$ cat src/rtl/cmd_seq_pkg.sv
// Shared types and constants for the command sequencer: state encoding,
// error codes and the default positive-acknowledge byte.
package cmd_seq_pkg;

  typedef logic [2:0] state_t;

  localparam state_t ST_IDLE   = 3'd0;
  localparam state_t ST_LOAD   = 3'd1;
  localparam state_t ST_SEND   = 3'd2;
  localparam state_t ST_WAIT   = 3'd3;
  localparam state_t ST_RETIRE = 3'd4;
  localparam state_t ST_ERR    = 3'd5;

  localparam logic [1:0] ERR_NONE = 2'b00;
  localparam logic [1:0] ERR_NACK = 2'b01;
  localparam logic [1:0] ERR_TMO  = 2'b10;

  localparam logic [7:0] ACK_DEFAULT = 8'hA5;

endpackage

$ cat src/rtl/cmd_seq_if.sv
// Command/response handshake between the sequencer (master) and RemoteComm (slave).
interface cmd_seq_if #(
  parameter int CMD_W = 16
);
  logic             send_cmd;
  logic [CMD_W-1:0] cmd;
  logic             cmd_sent;
  logic             resp_rdy;
  logic [7:0]       resp;

  modport master (output send_cmd, cmd, input cmd_sent, resp_rdy, resp);
  modport slave  (input send_cmd, cmd, output cmd_sent, resp_rdy, resp);
endinterface

$ cat src/rtl/cmd_fifo.sv
// Command queue: DEPTH-entry FIFO with registered full/empty/one flags and a
// synchronous flush that discards all entries.
module cmd_fifo #(
  parameter int CMD_W = 16,
  parameter int DEPTH = 8
) (
  input  logic             clk,
  input  logic             rst_n,
  input  logic             push_req,
  input  logic [CMD_W-1:0] wr_data,
  input  logic             pop,
  input  logic             flush,
  output logic [CMD_W-1:0] head,
  output logic             full,
  output logic             empty,
  output logic             one
);
  localparam int AW = $clog2(DEPTH);
  localparam logic [AW:0] FULL_CNT = DEPTH[AW:0];

  logic [CMD_W-1:0] mem [DEPTH];
  logic [AW-1:0]    wr_ptr, rd_ptr;
  logic [AW:0]      count, count_nx;
  logic             push, do_pop;

  // A push is dropped whenever the queue is full, even alongside a pop.
  assign push   = push_req && !full && !flush;
  assign do_pop = pop && !empty && !flush;
  assign head   = mem[rd_ptr];

  always_comb begin
    count_nx = count;
    case ({push, do_pop})
      2'b10:   count_nx = count + 1'b1;
      2'b01:   count_nx = count - 1'b1;
      default: count_nx = count;
    endcase
  end

  always_ff @(posedge clk) begin
    if (push) mem[wr_ptr] <= wr_data;
  end

  always_ff @(posedge clk or negedge rst_n) begin
    if (!rst_n) begin
      wr_ptr <= '0;
      rd_ptr <= '0;
      count  <= '0;
      full   <= 1'b0;
      empty  <= 1'b1;
      one    <= 1'b0;
    end else if (flush) begin
      wr_ptr <= '0;
      rd_ptr <= '0;
      count  <= '0;
      full   <= 1'b0;
      empty  <= 1'b1;
      one    <= 1'b0;
    end else begin
      if (push)   wr_ptr <= wr_ptr + 1'b1;
      if (do_pop) rd_ptr <= rd_ptr + 1'b1;
      count <= count_nx;
      full  <= (count_nx == FULL_CNT);
      empty <= (count_nx == '0);
      one   <= (count_nx == {{AW{1'b0}}, 1'b1});
    end
  end

endmodule

$ cat src/rtl/cmd_sequencer.sv
// Issues queued commands one at a time to RemoteComm, times out and checks
// each response, and keeps pass/fail counts plus the first error.
module cmd_sequencer
  import cmd_seq_pkg::*;
#(
  parameter int         CMD_W       = 16,
  parameter int         DEPTH       = 8,
  parameter int         TMO_W       = 20,
  parameter int         TIMEOUT     = 1000000,
  parameter logic [7:0] ACK_VAL     = ACK_DEFAULT,
  parameter bit         STOP_ON_ERR = 1'b1
) (
  input  logic             clk,
  input  logic             rst_n,
  input  logic             wr_en,
  input  logic [CMD_W-1:0] wr_cmd,
  output logic             full,
  output logic             empty,
  input  logic             start,
  input  logic             clr,
  output logic             busy,
  output logic             done,
  cmd_seq_if.master        rc,
  output logic [7:0]       pass_cnt,
  output logic [7:0]       fail_cnt,
  output logic             err,
  output logic [1:0]       err_code,
  output logic [7:0]       err_idx
);
  localparam logic [TMO_W-1:0] TMO_LAST = TMO_W'(TIMEOUT - 1);

  state_t           state;
  logic [TMO_W-1:0] timer;
  logic [7:0]       idx;
  logic [CMD_W-1:0] cmd_q, head;
  logic             send_q, done_q;
  logic             fifo_one, pop, flush, will_empty;
  logic             got_resp, ack, tmo_hit, fail;
  logic             unused_status;

  function automatic logic [7:0] sat_inc(input logic [7:0] v);
    return (v == 8'hFF) ? v : v + 8'd1;
  endfunction

  cmd_fifo #(.CMD_W(CMD_W), .DEPTH(DEPTH)) u_fifo (
    .clk(clk), .rst_n(rst_n), .push_req(wr_en), .wr_data(wr_cmd),
    .pop(pop), .flush(flush), .head(head), .full(full), .empty(empty), .one(fifo_one)
  );

  // A response on the timeout cycle still counts as an answer.
  assign got_resp   = (state == ST_WAIT) && rc.resp_rdy;
  assign ack        = got_resp && (rc.resp == ACK_VAL);
  assign tmo_hit    = (state == ST_WAIT) && !rc.resp_rdy && (timer == TMO_LAST);
  assign fail       = (got_resp && !ack) || tmo_hit;
  assign pop        = (state == ST_RETIRE) && !clr;
  assign flush      = (fail && STOP_ON_ERR && !clr) || ((state == ST_ERR) && clr);
  assign will_empty = fifo_one && !(wr_en && !full);

  assign rc.send_cmd   = send_q;
  assign rc.cmd        = cmd_q;
  assign done          = done_q;
  assign busy          = (state != ST_IDLE) && (state != ST_ERR);
  assign unused_status = rc.cmd_sent;

  always_ff @(posedge clk or negedge rst_n) begin
    if (!rst_n) begin
      state    <= ST_IDLE;
      timer    <= '0;
      idx      <= '0;
      cmd_q    <= '0;
      send_q   <= 1'b0;
      done_q   <= 1'b0;
      pass_cnt <= '0;
      fail_cnt <= '0;
      err      <= 1'b0;
      err_code <= ERR_NONE;
      err_idx  <= '0;
    end else begin
      send_q <= 1'b0;
      done_q <= 1'b0;
      if (clr) begin
        state    <= ST_IDLE;
        idx      <= '0;
        pass_cnt <= '0;
        fail_cnt <= '0;
        err      <= 1'b0;
        err_code <= ERR_NONE;
        err_idx  <= '0;
      end else begin
        case (state)
          ST_IDLE: if (start && !empty) state <= ST_LOAD;
          ST_LOAD: begin
            cmd_q  <= head;
            timer  <= '0;
            send_q <= 1'b1;
            state  <= ST_SEND;
          end
          ST_SEND: begin
            timer <= timer + 1'b1;
            state <= ST_WAIT;
          end
          ST_WAIT: begin
            timer <= timer + 1'b1;
            if (ack) begin
              pass_cnt <= sat_inc(pass_cnt);
              state    <= ST_RETIRE;
            end else if (fail) begin
              fail_cnt <= sat_inc(fail_cnt);
              if (!err) begin
                err      <= 1'b1;
                err_code <= got_resp ? ERR_NACK : ERR_TMO;
                err_idx  <= idx;
              end
              state <= STOP_ON_ERR ? ST_ERR : ST_RETIRE;
            end
          end
          ST_RETIRE: begin
            idx <= idx + 8'd1;
            if (will_empty) begin
              done_q <= 1'b1;
              state  <= ST_IDLE;
            end else begin
              state <= ST_LOAD;
            end
          end
          ST_ERR:  state <= ST_ERR;
          default: state <= ST_IDLE;
        endcase
      end
    end
  end

endmodule

$ cat src/flat_wrapper.sv
// flat-port wrapper written by rule: the top's interface ports become plain ports
module cmd_sequencer_flat import cmd_seq_pkg::*;
#(
  parameter int         CMD_W       = 16,
  parameter int         DEPTH       = 8,
  parameter int         TMO_W       = 20,
  parameter int         TIMEOUT     = 1000000,
  parameter logic [7:0] ACK_VAL     = ACK_DEFAULT,
  parameter bit         STOP_ON_ERR = 1'b1
)
  (clk, rst_n, wr_en, wr_cmd, full, empty, start, clr, busy, done, pass_cnt, fail_cnt, err, err_code, err_idx, rc_send_cmd, rc_cmd, rc_cmd_sent, rc_resp_rdy, rc_resp);
  cmd_seq_if #(.CMD_W(CMD_W)) rc_i ();
  input  logic clk;
  input  logic rst_n;
  input  logic wr_en;
  input  logic [CMD_W-1:0] wr_cmd;
  output logic full;
  output logic empty;
  input  logic start;
  input  logic clr;
  output logic busy;
  output logic done;
  output logic [7:0] pass_cnt;
  output logic [7:0] fail_cnt;
  output logic err;
  output logic [1:0] err_code;
  output logic [7:0] err_idx;
  output wire logic [$bits(rc_i.send_cmd)-1:0] rc_send_cmd;
  output wire logic [$bits(rc_i.cmd)-1:0] rc_cmd;
  input wire logic [$bits(rc_i.cmd_sent)-1:0] rc_cmd_sent;
  input wire logic [$bits(rc_i.resp_rdy)-1:0] rc_resp_rdy;
  input wire logic [$bits(rc_i.resp)-1:0] rc_resp;
  assign rc_send_cmd = rc_i.send_cmd;
  assign rc_cmd = rc_i.cmd;
  assign rc_i.cmd_sent = rc_cmd_sent;
  assign rc_i.resp_rdy = rc_resp_rdy;
  assign rc_i.resp = rc_resp;
  cmd_sequencer #(.CMD_W(CMD_W), .DEPTH(DEPTH), .TMO_W(TMO_W), .TIMEOUT(TIMEOUT), .ACK_VAL(ACK_VAL), .STOP_ON_ERR(STOP_ON_ERR)) u_core (.clk(clk), .rst_n(rst_n), .wr_en(wr_en), .wr_cmd(wr_cmd), .full(full), .empty(empty), .start(start), .clr(clr), .busy(busy), .done(done), .rc(rc_i), .pass_cnt(pass_cnt), .fail_cnt(fail_cnt), .err(err), .err_code(err_code), .err_idx(err_idx));
endmodule
$ cat config.mk
export PLATFORM = sky130hd
export DESIGN_NAME = cmd_sequencer_flat
export DESIGN_NICKNAME = d
export VERILOG_FILES = /design/src/rtl/cmd_seq_pkg.sv /design/src/rtl/cmd_seq_if.sv /design/src/rtl/cmd_fifo.sv /design/src/rtl/cmd_sequencer.sv /design/src/flat_wrapper.sv
export SDC_FILE = /design/constraint.sdc
export NUM_CORES = 1
export LEC_CHECK = 0
export BUFFER_PORTS_ARGS = -buffer_cell sky130_fd_sc_hd__buf_2
export CAP_MARGIN = 10
export CORE_MARGIN = 5
export CORE_UTILIZATION = 35
export CTS_CLUSTER_SIZE = 12
export DETAILED_ROUTE_END_ITERATION = 16
export HOLD_SLACK_MARGIN = 0.1
export PLACE_DENSITY_LB_ADDON = 0.05
export SYNTH_ARGS = -nofsm -noshare
export SYNTH_HDL_FRONTEND = slang
export SYNTH_HIERARCHICAL = 1
export SYNTH_SLANG_ARGS = --single-unit
export TNS_END_PERCENT = 50
$ cat constraint.sdc
create_clock -name clk -period 4.6 [get_ports clk]
set_input_delay 0.46 -clock clk [delete_from_list [all_inputs] [get_ports clk]]
set_output_delay 0.46 -clock clk [all_outputs]
set_load 0.1 [all_outputs]
# After elaboration in Yosys (flattened, before gate mapping)
# Memory sizes are Yosys's and may differ from the RTL's. A register that Yosys moved wholly into a read port is not among the register bits.
# Index checks and enable logic that the tools add are counted.
[totals]
inputBits = 31
out_inout_bits = 48
register_bits = 73
mem_count = 1
word_cells = 138
ramBits = 128
[classes]
n_eq_ne = 20
addsub = 8
n_reduce_logical = 43
mux = 49
bitwise_logic = 1
[memory_table]
columns = ["name", "words", "word_bits", "rd", "rd_clocked_by_memory_dff", "wr", "line", "rtl"]
rows = [
  ["u_core.u_fifo.mem", 8, 16, 1, 1, 1, "cmd_fifo.sv:21", "logic [CMD_W-1:0] mem [DEPTH];"],
]
[op_table]
columns = ["cell", "count"]
rows = [
  ["two-way mux 8 bit", 16],
  ["case mux 20 bit (2 select lines)", 1],
  ["adder 8 x 1 -> 8 bit, second input constant", 3],
  ["equality test 8 bit, second input constant", 3],
  ["two-way mux 3 bit", 8],
  ["adder 20 x 1 -> 20 bit, second input constant", 1],
  ["equality test 20 bit, second input constant", 1],
  ["case mux 3 bit (6 select lines)", 1],
  ["logical AND 1 bit", 15],
  ["two-way mux 1 bit", 15],
  ["nonzero test 2 bit", 7],
  ["two-way mux 2 bit", 6],
  ["logical NOT 1 bit", 8],
  ["!= test 2 bit, second input constant", 4],
  ["case mux 4 bit (2 select lines)", 1],
  ["AND reduction 4 bit", 2],
  ["adder 3 x 1 -> 3 bit, second input constant", 2],
  ["equality test 3 x 2 -> 1 bit, second input constant", 2],
  ["equality test 3 bit, second input constant", 2],
  ["AND reduction 2 bit", 3],
  ["AND reduction 3 bit", 2],
  ["adder 4 x 1 -> 4 bit, second input constant", 1],
  ["equality test 4 x 1 -> 1 bit, second input constant", 1],
  ["equality test 4 bit, second input constant", 1],
  ["14 further kinds", 15],
]

# Logic depth before layout (Yosys ltp)
[logic_depth]
word_depth = 14
mapped_depth = 15
mapped_depth_nobuf = 14

# By module
# The synthesis kept the hierarchy.
[by_module_without_submodules]
columns = ["module", "seq_area_each_um2", "area_each_um2", "cells_per_inst", "instances"]
rows = [
  ["cmd_fifo", 4170.2, 5584.1, 272, 1],
  ["cmd_sequencer", 1901.8, 3659.8, 352, 1],
]

# Worst setup path after synthesis
# No wires, ideal clock.
[synth_timing]
path_kind = "input port to flip-flop"
start = "input rc_resp[1]"
end = "memory u_core.u_fifo.mem[0][0], enable pin"
setup_time_ns = 0.409
required_time_ns = 4.191
cell_stages = 7
arrival_ns = 3.161
slack_ns = 1.030
path_buffers = 1
cell_sequence = "nor4bb_1 a21o_1 o21a_1 clkbuf_1 o22ai_1 or3_1 nor3_1"
[synth_between]
elab_chain_cells = 11
[synth_lines]
columns = ["item", "line", "rtl"]
rows = [
  ["start, declared", "flat_wrapper.sv:32", "input wire logic [$bits(rc_i.resp)-1:0] rc_resp;"],
  ["equality test 8 bit", "cmd_sequencer.sv:52", "assign ack = got_resp && (rc.resp == ACK_VAL);"],
  ["logical AND 1 bit", "cmd_sequencer.sv:52", ""],
  ["logical NOT 1 bit", "cmd_sequencer.sv:54", "assign fail = (got_resp && !ack) || tmo_hit;"],
  ["logical AND 1 bit", "cmd_sequencer.sv:54", ""],
  ["logical OR 1 bit", "cmd_sequencer.sv:54", ""],
  ["logical AND 1 bit", "cmd_sequencer.sv:56", "assign flush = (fail && STOP_ON_ERR && !clr) || ((state == ST_ERR) && clr);"],
  ["logical OR 1 bit", "cmd_sequencer.sv:56", ""],
  ["named net u_core.flush", "cmd_sequencer.sv:37", "logic fifo_one, pop, flush, will_empty;"],
  ["logical NOT 1 bit", "cmd_fifo.sv:27", "assign push = push_req && !full && !flush;"],
  ["logical AND 1 bit", "cmd_fifo.sv:27", ""],
  ["two-way mux 1 bit", "cmd_fifo.sv:41", "if (push) mem[wr_ptr] <= wr_data;"],
  ["two-way mux 1 bit (implied by the code)", "cmd_fifo.sv:41", ""],
  ["end, declared", "cmd_fifo.sv:21", ""],
]
# The timed path passes the listed nets, and every way through them passes these cells.

# Final worst setup path
[layout_timing]
start = "register u_core.timer[0]"
end = "register u_core.u_fifo.empty"
[layout_between]
elab_chain_cells = 11
elab_cells_between_ends = 13
cone_classes = "3 x eq/ne; 2 x mux; 8 x reduce/logical"
[layout_lines]
columns = ["item", "line", "rtl"]
rows = [
  ["start, declared", "cmd_sequencer.sv:33", "logic [TMO_W-1:0] timer;"],
  ["start signal, assigned", "cmd_sequencer.sv:99", "timer <= timer + 1'b1;"],
  ["start signal, assigned", "cmd_sequencer.sv:103", "timer <= timer + 1'b1;"],
  ["equality test 20 bit (*)", "cmd_sequencer.sv:53", "assign tmo_hit = (state == ST_WAIT) && !rc.resp_rdy && (timer == TMO_LAST);"],
  ["logical AND 1 bit (*)", "cmd_sequencer.sv:53", ""],
  ["logical OR 1 bit (*)", "cmd_sequencer.sv:54", ""],
  ["logical AND 1 bit (*)", "cmd_sequencer.sv:56", ""],
  ["logical OR 1 bit (*)", "cmd_sequencer.sv:56", ""],
  ["named net u_core.flush", "cmd_sequencer.sv:37", ""],
  ["logical NOT 1 bit", "cmd_fifo.sv:27, cmd_fifo.sv:28", ""],
  ["logical AND 1 bit, on equally long branches", "cmd_fifo.sv:28, cmd_fifo.sv:27", ""],
  ["equality test 2 x 1 -> 1 bit / equality test 2 bit (equally long branches)", "cmd_fifo.sv:33", "case ({push, do_pop})"],
  ["case mux 4 bit (2 select lines)", "cmd_fifo.sv:33", ""],
  ["logical NOT 4 bit", "cmd_fifo.sv:64", "empty <= (count_nx == '0);"],
  ["two-way mux 1 bit (*)", "cmd_fifo.sv:52", "end else if (flush) begin"],
  ["end signal, assigned", "cmd_fifo.sv:64", ""],
  ["end, declared", "cmd_fifo.sv:15", "output logic empty,"],
]
# The timed path passes the listed nets; every way through them passes the cells marked *.
# A chain may end at the register's enable or synchronous reset.

==> impl_metrics.toml <==
[status]
status = "completed"

[yosys]
synthAdderAreaFrac_pct = 1.22
netlist.area_leader.share_pct = 41.6
synthesis.area_um2 = 9240
synthTopCellsByArea = "edfxtp_1, dfrtp_1, mux4_2, mux2_2, mux2_1"
synth_area_leader_cell = "edfxtp_1"
ys_warn_count = 6
synth-edff-count = 128
synthArstFlopShare_pct = 41.0
synth_mux_area_share_pct = 12.4
syn_area_per_cell_um2 = 14.8
synth_top_family_by_area = "multiplexers"
yosysSeqAreaShare_pct = 65.7
synth_cells = 624
synth_xor_area_share_pct = 2.75
synth-simple-area-share_pct = 10.9
synth_ff_type = "edfxtp_1"
synth_fp_nets = 664
synth_compound_area_share_pct = 5.27
synth_cell_types = 64
ys_ff_latch = 217

[critical_path]
worst-path-max-fanout = 12
worstPathRequired_ps = 5010
start_kind = "flop"
path_class = "reg2reg"
end_kind = "flop"
cp.arrival_ps = 4110

[layout]
final_common_cell = "edfxtp_1"
final_cell_mix = "edfxtp_1, dfrtp_1, buf_2"
drive_gt1_share_pct = 27.1
final_nets = 755
fin_util_pct = 42.1
synthToLayoutAreaGrowth_pct = 18.6

[sta]
relSlewSlack_pct = 29.8
setup_ws_ps = 893
maxSlewViolCount = 0
rsz0062_at_grt = "false"
fin_crit_sh_pct = 80.6
finalHoldViolCount = 0
setup_viol = 0
worstMarginPinSlew_ps = 1050
fmax_mhz = 270
fin_crit_ps = 3710
setup_tns_ps = 0
finClkSkew_ps = 8.22

[floorplanning]
io_pins = 79
rows = 59
die-area_um2 = 29800
die_x_um = 173
die_h_um = 173
core_um2 = 26100
initial_utilization_pct = 35.5

[cts]
cts_setup_buffers = 0
cts_buffers = 26
ctsHoldBuffers = 1
cts_tree = "done"
root_buffer = "clkbuf_16"
clk-insertion-delay-late_ps = 510
clockBufferDepth = 3
cts.sinks = 217
clkTransAtPathRegs_ps = 60
cts_resized = 0
h-tree-depth = 1

[power]
p_comb_share_pct = 24.4
peakVddDrop_v = 0.000558
switching_share_pct = 32.7
p_per_area_nw_per_um2 = 574
sequentialPowerShare_pct = 41.5
leakagePower_nw = 4.13
internal_power_mw = 4.23
clkPwrFrac_pct = 34.1
switching_power_mw = 2.06

[route]
vias_per_cell = 5.15
wl_per_cell_um = 18.5
ant_nets = 0
first_pass_iters = 4
wl_mm = 19.8
num_vias = 5515
drc = 0
first_iter_violations = 263

[place]
detailedPlace.worstSlack_ps = 733
dp_hpwl_mm = 12.2
place.gp.congestion = 0.810
port-buffer-count = 77

[global_route]
grt-ovfl-total = 0
grt_pass1_vias = 5898
antenna_found_initial = 1
track_usage_pct = 13.2
grt_max_degree = 60
grt_pass1_wl_mm = 32.1

[flow_run]
maxCapViolations = 0

[hold_path]
hold_class = "in2reg"
## layout make-up
class	instances	area, µm²
Fill cell	2430	15100
Sequential cell	217	6070
Multi-Input combinational cell	367	3010
Clock buffer	33	708
Timing Repair Buffer	93	510
Tap cell	335	419
Clock inverter	15	201
Inverter	10	37.5
Antenna cell	1	2.50
## routing by layer
| layer | track usage (%) | vias up | wire length, µm |
|---|---|---|---|
| met5 | 0 | - | 20 |
| met4 | 3.00 | 2 | 361 |
| met3 | 2.94 | 30 | 967 |
| met2 | 23.0 | 109 | 9880 |
| met1 | 16.8 | 2811 | 8620 |
| li1 | - | 2563 | - |
## synthesized netlist by cell type (3+ instances only)
| cell | count |
|---|---|
| clkbuf_1 | 18 |
| a311oi_1 | 5 |
| nor2b_1 | 4 |
| nand2_1 | 29 |
| and2_1 | 4 |
| ha_1 | 9 |
| nand4_1 | 9 |
| o21ai_0 | 20 |
| dfrtp_1 | 88 |
| mux4_2 | 32 |
| nor2_1 | 43 |
| nor4_1 | 5 |
| and3_1 | 8 |
| nor2_2 | 3 |
| xor2_1 | 11 |
| nor3_1 | 13 |
| edfxtp_1 | 128 |
| nand3_1 | 23 |
| nand2b_1 | 8 |
| or3_1 | 7 |
| mux2_2 | 17 |
| xnor2_1 | 18 |
| a21oi_1 | 28 |
| nor3b_1 | 5 |
| buf_2 | 10 |
| mux2_1 | 16 |
| a21o_1 | 3 |
| and4_1 | 3 |
| mux2i_1 | 5 |
| nand4b_1 | 3 |
| inv_1 | 9 |
## worst paths after layout
| path | startpoint | cells past startpoint | endpoint | slack (ps) |
|---|---|---|---|---|
| worst max register to register | u_core/timer[0] | 14 | u_core/u_fifo/empty | 890 |
| min in group asynchronous | rst_n | 2 | u_core/rc.send_cmd | 600 |
| worst max-delay path | u_core/timer[0] | 14 | u_core/u_fifo/empty | 890 |
| max in group asynchronous | rst_n | 3 | u_core/u_fifo/empty | 3010 |
| worst min-delay path | wr_cmd[8] | 1 | u_core/u_fifo/mem[1][8] | 220 |
| worst min register to register | u_core/rc.cmd[9] | 1 | u_core/rc.cmd[9] | 480 |
## state kept, by name, indices dropped and copies added (netlist names)
name	cells
u_core/done	1
u_core/fail_cnt	8
u_core/err	1
u_core/rc.send_cmd	1
u_core/err_idx	8
u_core/err_code	2
u_core/u_fifo/rd_ptr	3
u_core/idx	8
u_core/timer	20
u_core/rc.cmd	16
u_core/state	3
u_core/u_fifo/count	4
u_core/pass_cnt	8
u_core/u_fifo/wr_ptr	3
u_core/u_fifo/full	1
u_core/u_fifo/mem	128
u_core/u_fifo/one	1
u_core/u_fifo/empty	1
## worst max-delay path: stages, from the launching register on
cell and delay [ps]:
dfrtp_1 380, ha_1 220, nand4_1 150, nand4bb_1 280, o21a_1 390, o22ai_1 300
inv_1 160, and2_1 190, ha_1 250, xor2_1 160, ha_1 190, a21oi_1 160
mux2i_1 240, xnor2_1 160, o41ai_2 370
## power by group through the flow
stage	clock network, mW	registers [mW]	logic [mW]
3_3_place_gp	0	2.65	1.56
6_report	2.14	2.61	1.53
5_1_grt	2.30	2.67	1.63
3_5_place_dp	0	2.66	1.56
2_1_floorplan	0	3.12	0.718
4_1_cts	2.21	2.62	1.57
## kinds of logic (layout without fill, tap and decap cells)
group | Yosys count | after routing
DFF | 217 | 217
and+or+nand+nor | 183 | 183
AOI/OAI and AO/OA | 76 | 76
muxes | 70 | 70
buffers and inverters | 40 | 151
xor gates and xnor gates | 29 | 29
adders and majority gates | 9 | 9
other | 0 | 1
## per-stage QoR
stage	cells	hold WS [ps]	cell area, µm²	power [mW]
global route	1070	195	11000	6.60
finish	1071	217	11000	6.29
detailed placement	1021	469	10000	4.22
CTS	1070	190	11000	6.40
global placement	1021	463	10000	4.21
floorplan	624	164	9240	3.84
Note: power is estimated with default switching activity, not from simulation.
